## config.mk

```make
export PLATFORM = sky130hd
export DESIGN_NAME = maquina_estados_param
export DESIGN_NICKNAME = d
export VERILOG_FILES = /design/src/rtl/maquina_estados_param.sv
export SDC_FILE = /design/constraint.sdc
export NUM_CORES = 1
export LEC_CHECK = 0
export BUFFER_PORTS_ARGS = -buffer_cell sky130_fd_sc_hd__buf_2
export CAP_MARGIN = 20
export CORE_MARGIN = 1
export CORE_UTILIZATION = 30
export DETAILED_ROUTE_END_ITERATION = 7
export GPL_TIMING_DRIVEN = 0
export PLACE_DENSITY = 0.57
export SLEW_MARGIN = 40
export SYNTH_ARGS = -nofsm -noshare
export SYNTH_HDL_FRONTEND = slang
export SYNTH_SLANG_ARGS = --single-unit
```

## constraint.sdc

```tcl
create_clock -name clk -period 1.2 [get_ports clk]
set_clock_uncertainty 0.1 [all_clocks]
set_input_delay 0.24 -clock clk [delete_from_list [all_inputs] [get_ports clk]]
set_output_delay 0.24 -clock clk [all_outputs]
set_load 0.01 [all_outputs]
```

## src/rtl/maquina_estados_param.sv

```systemverilog
// Flow-control state machine for the FIFO bank: latches and validates the
// MF/VC/D threshold pairs, tracks activity with idle hysteresis and keeps sticky FIFO errors.
module maquina_estados_param #(
  parameter int NUM_FIFOS = 5,
  parameter int UMBRAL_W  = 2,
  parameter int IDLE_DLY  = 2
) (
  input  logic                 clk,
  input  logic                 reset,
  input  logic                 init,
  input  logic [UMBRAL_W-1:0]  Umbral_MF_alto,
  input  logic [UMBRAL_W-1:0]  Umbral_MF_bajo,
  input  logic [UMBRAL_W-1:0]  Umbral_VC_alto,
  input  logic [UMBRAL_W-1:0]  Umbral_VC_bajo,
  input  logic [UMBRAL_W-1:0]  Umbral_D_alto,
  input  logic [UMBRAL_W-1:0]  Umbral_D_bajo,
  input  logic [NUM_FIFOS-1:0] FIFO_empties,
  input  logic [NUM_FIFOS-1:0] FIFO_errors,
  input  logic [NUM_FIFOS-1:0] error_mask,
  output logic [UMBRAL_W-1:0]  Umbral_MF_alto_interno,
  output logic [UMBRAL_W-1:0]  Umbral_MF_bajo_interno,
  output logic [UMBRAL_W-1:0]  Umbral_VC_alto_interno,
  output logic [UMBRAL_W-1:0]  Umbral_VC_bajo_interno,
  output logic [UMBRAL_W-1:0]  Umbral_D_alto_interno,
  output logic [UMBRAL_W-1:0]  Umbral_D_bajo_interno,
  output logic [2:0]           cfg_error_out,
  output logic                 error_out,
  output logic [NUM_FIFOS-1:0] errors_out,
  output logic                 active_out,
  output logic                 idle_out,
  output logic [2:0]           state_out
);

  localparam logic [2:0] ST_RESET  = 3'd0;
  localparam logic [2:0] ST_INIT   = 3'd1;
  localparam logic [2:0] ST_IDLE   = 3'd2;
  localparam logic [2:0] ST_ACTIVE = 3'd3;
  localparam logic [2:0] ST_ERROR  = 3'd4;

  localparam int               CNT_W     = $clog2(IDLE_DLY + 1);
  localparam logic [CNT_W-1:0] IDLE_LAST = CNT_W'(IDLE_DLY - 1);
  localparam logic [CNT_W-1:0] IDLE_MAX  = CNT_W'(IDLE_DLY);

  logic [2:0]           state;
  logic [2:0]           state_next;
  logic [CNT_W-1:0]     idle_cnt;
  logic [NUM_FIFOS-1:0] err_vec;
  logic                 err_any;
  logic                 all_empty;

  assign err_vec   = FIFO_errors & ~error_mask;
  assign err_any   = |err_vec;
  assign all_empty = &FIFO_empties;

  always_comb begin
    // NOTE: default assignment first so no path leaves state_next unassigned (no latch).
    state_next = state;
    case (state)
      ST_RESET: state_next = ST_INIT;
      ST_INIT: begin
        if (err_any)   state_next = ST_ERROR;
        else if (init) state_next = ST_INIT;
        else           state_next = ST_IDLE;
      end
      ST_IDLE: begin
        if (err_any)         state_next = ST_ERROR;
        else if (init)       state_next = ST_INIT;
        else if (!all_empty) state_next = ST_ACTIVE;
      end
      ST_ACTIVE: begin
        if (err_any)                               state_next = ST_ERROR;
        else if (init)                             state_next = ST_INIT;
        else if (all_empty && idle_cnt == IDLE_LAST) state_next = ST_IDLE;
      end
      ST_ERROR: begin
        if (init) state_next = ST_INIT;
      end
      default: state_next = ST_RESET;
    endcase
  end

  // NOTE: sequential state uses non-blocking assignments so every register samples pre-edge values.
  always_ff @(posedge clk or negedge reset) begin
    if (!reset) state <= ST_RESET;
    else        state <= state_next;
  end

  // Counts consecutive all-empty edges in ACTIVE; saturates rather than wrapping.
  always_ff @(posedge clk or negedge reset) begin
    if (!reset) begin
      idle_cnt <= '0;
    end else if (state == ST_ACTIVE && all_empty) begin
      if (idle_cnt != IDLE_MAX) idle_cnt <= idle_cnt + CNT_W'(1);
    end else begin
      idle_cnt <= '0;
    end
  end

  // Each pair is validated independently; a rejected pair keeps its previous values.
  always_ff @(posedge clk or negedge reset) begin
    if (!reset) begin
      Umbral_MF_alto_interno <= '0;
      Umbral_MF_bajo_interno <= '0;
      Umbral_VC_alto_interno <= '0;
      Umbral_VC_bajo_interno <= '0;
      Umbral_D_alto_interno  <= '0;
      Umbral_D_bajo_interno  <= '0;
      cfg_error_out          <= '0;
    end else if (state == ST_INIT) begin
      if (Umbral_MF_bajo <= Umbral_MF_alto) begin
        Umbral_MF_alto_interno <= Umbral_MF_alto;
        Umbral_MF_bajo_interno <= Umbral_MF_bajo;
        cfg_error_out[0]       <= 1'b0;
      end else begin
        cfg_error_out[0]       <= 1'b1;
      end
      if (Umbral_VC_bajo <= Umbral_VC_alto) begin
        Umbral_VC_alto_interno <= Umbral_VC_alto;
        Umbral_VC_bajo_interno <= Umbral_VC_bajo;
        cfg_error_out[1]       <= 1'b0;
      end else begin
        cfg_error_out[1]       <= 1'b1;
      end
      if (Umbral_D_bajo <= Umbral_D_alto) begin
        Umbral_D_alto_interno <= Umbral_D_alto;
        Umbral_D_bajo_interno <= Umbral_D_bajo;
        cfg_error_out[2]      <= 1'b0;
      end else begin
        cfg_error_out[2]      <= 1'b1;
      end
    end
  end

  // Sticky error capture: load on entry to ERROR, accumulate while staying, clear on entry to INIT.
  always_ff @(posedge clk or negedge reset) begin
    if (!reset) begin
      errors_out <= '0;
    end else if (state_next == ST_ERROR) begin
      if (state == ST_ERROR) errors_out <= errors_out | err_vec;
      else                   errors_out <= err_vec;
    end else if (state_next == ST_INIT && state != ST_INIT) begin
      errors_out <= '0;
    end
  end

  assign state_out  = state;
  assign error_out  = (state == ST_ERROR);
  assign active_out = (state == ST_ACTIVE);
  assign idle_out   = (state == ST_IDLE);

endmodule

```

==> results list <==
- Setup repair after global routing could not meet its margin everywhere.
- Dominant delay contributor by cell family on the critical path: flip-flops
- Routability congestion estimate from global placement: 0.876
- Combinational family with the most area after synthesis: simple AND/OR/NAND/NOR gates
- Critical path start-end classification: flip-flop to flip-flop
- The initial utilization of the core area, before any placement, comes to 32.4%.
- Final Hold Fails: 0
- The share of synthesized area in the top cell type comes to 46.6%.
* Floorplan row count: 23
* Total number of nets in the final design: 246
* Biggest area consumer among synthesized cells: dfrtp_1
- # fillers: 397
- Fin area: 0.00213 mm^2
- Critical path buffers and inverters: 1
- DR vias: 1257
- The number of antenna violations at the first check in global routing came to 0.
- Derived from the worst setup path, the maximum achievable clock frequency is 649 MHz.
- Mean routed wirelength per cell: 13.5 um
* Violated checks: negative setup slack
- 0 antenna diodes ended up in the layout.
* Accumulated negative setup slack: -7120 ps
- During synthesis, Yosys emitted a total of 0 warnings.
* Worst-margin pin slew: 581 ps
- In the finished design, the share of the clock period the worst path needs comes to 128%.
- After synthesis, the share of flip-flops with an asynchronous set or reset is 100%.
- Mean cell area of the mapped netlist: 10.2 um^2
- In the layout the commonest cells are buf_2 (49), dfrtp_1 (22), nand2_1 (11), buf_6 (11), buf_4 (9).
* Critical-path top delay cell: dfrtp_2
- CTS saw 25 sinks.
- Area fraction in and, or, nand and nor cells after synthesis: 21.2%
- Floorplan die width: 68.9 um
* Hold/Removal Path Class: primary input to flip-flop
* Required time reported for the critical path endpoint: 1260 ps
- Xor/xnor cell area share of the yosys netlist: 0.652%
- In this run the power density over the cells is 2040 mW/mm^2.
- Worst slew margin: 61.2%
- DR pass1 iterations: 4
- Startpoint type of the worst setup path: flip-flop
- Number of buffers added on ports: 55
- Crit-path max cell delay: 470 ps
- After synthesis, flip-flops and latches occupy 46.6% of the total area.
- Setup violations remaining at the end of the flow were counted as 28.
- Walking the worst path, the cells encountered are buf_12 -> nor3_4 -> nand2_2 -> mux2_4.
- The worst setup path is captured at a flip-flop.
- In this run the cell area measured after placement is 0.00181 mm^2.
- For this run, the leading register cell type out of synthesis is dfrtp_1.
- From synthesis to final layout, the design area changed by 58.8%.
- The synthesized netlist devotes 10.9% of its cell area to compound gates.
- Summing every instance area after synthesis gives 0.00134 mm^2.
- In the post-route analysis, the smallest setup slack over all paths is -340 ps.
- Congestion Overflow GR: 0
* Most frequent standard cell in the layout excluding fill and tap cells: buf_2
- Worst ir drop on vdd: 0.000838 V
* Top area cells in the synthesized netlist: dfrtp_1 (47%), mux2_2 (10%), ha_1 (7.5%)
- The clock reaches the later pin of the worst-skew pair after 270 ps.
- Synthesized flop and latch total: 25
- The flow ran to the end, but the final reports show violations.
* Die area: 0.00475 mm^2
* Core Area: 0.00414 mm^2
- Synthesis produced a netlist whose cell count is 132.
* Post-route DRC: 0
- After layout, the minimum clock period comes to 1540 ps.
* First-pass GRT wire length: 5200 um
- Worst-case register-to-register setup slack: -340 ps
- Detailed placement HPWL: 2450 um
- Critical-path maximum fanout: 4
* Pin count of the biggest net entering global routing: 26
- In this run, synthesis inferred 0 flip-flops with an integrated enable.
* Antenna Violating Nets Remaining: 0
* Synth Area in Adders: 7.46%
- Pre-CTS WS: -382 ps
- Drt via density: 4.89
- Clock tree synthesis selected as its root buffer the cell clkbuf_8.
- I/O pin total: 56
- The number of nets in the synthesized netlist is 170.
- In the synthesized netlist, mux cells make up 10.1% of the area.
* Count of H-tree levels built during CTS: 1
- Clock-pin transition on the worst setup and hold timing paths: 90 ps
* Worst hold path depth: 2
* Global Route Usage Sum: 15.2%
- Max Transition Viols Final: 0
* Vias in the first global route: 1146
* Lkg Pwr: 1.03 nW
* TritonCTS clock tree: done
- Violation count after the first detailed-routing iteration: 37
* Overall die height: 68.9 um
- After synthesis, the netlist uses 30 different library cells.
* Worst reg-to-reg path cell count: 4
- Data arrives at the worst endpoint at 1600 ps.
- The post-route netlist has 58.9% of its cells at a drive strength greater than 1.
- The tool flagged a number of max-cap violations equal to 0.
- Max Buffers Root-to-Sink: 2
- After detailed routing, the total wire length is 3460 um.
- Total stage count of the critical path: 4
- On the final layout, the worst hold slack is 108 ps.
- Buffers inserted during clock tree synthesis total 3.
==> path summary, 6_finish.rpt <==
kind                                    from                        end
setup / recovery                state_out[2]  Umbral_VC_alto_interno[1]
hold / removal             Umbral_VC_bajo[0]  Umbral_VC_bajo_interno[0]
setup reg to reg                state_out[2]  Umbral_VC_alto_interno[1]
hold reg to reg             cfg_error_out[0]           cfg_error_out[0]
max in group asynchronous              reset               state_out[2]
min in group asynchronous              reset                idle_cnt[0]
==> synth_stat cells (2+ instances only) <==
cell	number
dfrtp_1	25
nand2_1	17
mux2_2	12
inv_1	9
nor2b_1	9
ha_1	8
nand3_1	7
o21ai_0	7
nor2_1	5
a21oi_1	4
and2_1	4
o2111ai_1	3
a21o_1	2
clkbuf_1	2
nand2b_1	2
o211ai_1	2
==> layer usage <==
metal | GRT usage [%] | vias to the layer above | share of wire [%] | routed length (um)
met5 | 0 | - | 0 | 0
met4 | 6.12 | 0 | 1.6 | 57
met3 | 2.80 | 5 | 5.5 | 190
met2 | 25.0 | 42 | 50 | 1720
met1 | 19.4 | 600 | 43 | 1500
li1 | - | 610 | - | -
==> layout make-up <==
class / instances / area [um^2] / share of cell area, %
inverter: 9 / 46.3 / 2.17
timing repair buffer: 71 / 467 / 21.9
tap: 50 / 62.6 / 2.93
clock inverter: 1 / 7.51 / 0.352
buffer: 2 / 27.5 / 1.29
multi-input combinational: 96 / 851 / 39.9
sequential: 25 / 629 / 29.5
clock buffer: 3 / 41.3 / 1.94
==> flip-flops by register name, indices dropped and copies added (netlist names) <==
| signal | cells |
|---|---|
| Umbral_MF_bajo_interno | 2 |
| Umbral_VC_bajo_interno | 2 |
| state_out | 3 |
| Umbral_D_bajo_interno | 2 |
| idle_cnt | 2 |
| Umbral_VC_alto_interno | 2 |
| errors_out | 5 |
| Umbral_MF_alto_interno | 2 |
| cfg_error_out | 3 |
| Umbral_D_alto_interno | 2 |
==> worst register-to-register path, delay by kind of cell (launching register included) <==
family	cells	cell delay, ps
mux	1	310
simple gates	2	410
buf+inv	1	150
flops	1	470
==> where the power goes <==
part | total, mW | internal, mW | switching, mW
registers | 1.45 | 1.20 | 0.244
clock network | 0.516 | 0.235 | 0.281
logic | 2.39 | 1.29 | 1.10
==> logic make-up after synthesis <==
family	after synthesis
XOR/XNOR	1
adder cells (fa/ha/maj)	8
AO/OA/AOI/OAI	22
flip-flops	25
AND/OR/NAND/NOR	53
multiplexers	12
buffers and inverters	11
==> what timing repair did <==
action                                 CTS  global route
endpoints found under the hold margin   25             0
hold buffers                             1             0
gates resized for setup                 16            14
setup endpoints to repair               29            34
pin swaps                               17            14
buffers inserted                        11             4
==> metrics by stage <==
step	instances	total power, mW	utilization, %
final	257	4.35	51.4
after global routing	257	4.67	51.4
after CTS	253	4.17	49.1
after detailed placement	237	3.31	43.7
after global placement	237	3.26	43.7
after floorplan	132	2.65	-
Note: power is estimated with default switching activity, not from simulation.
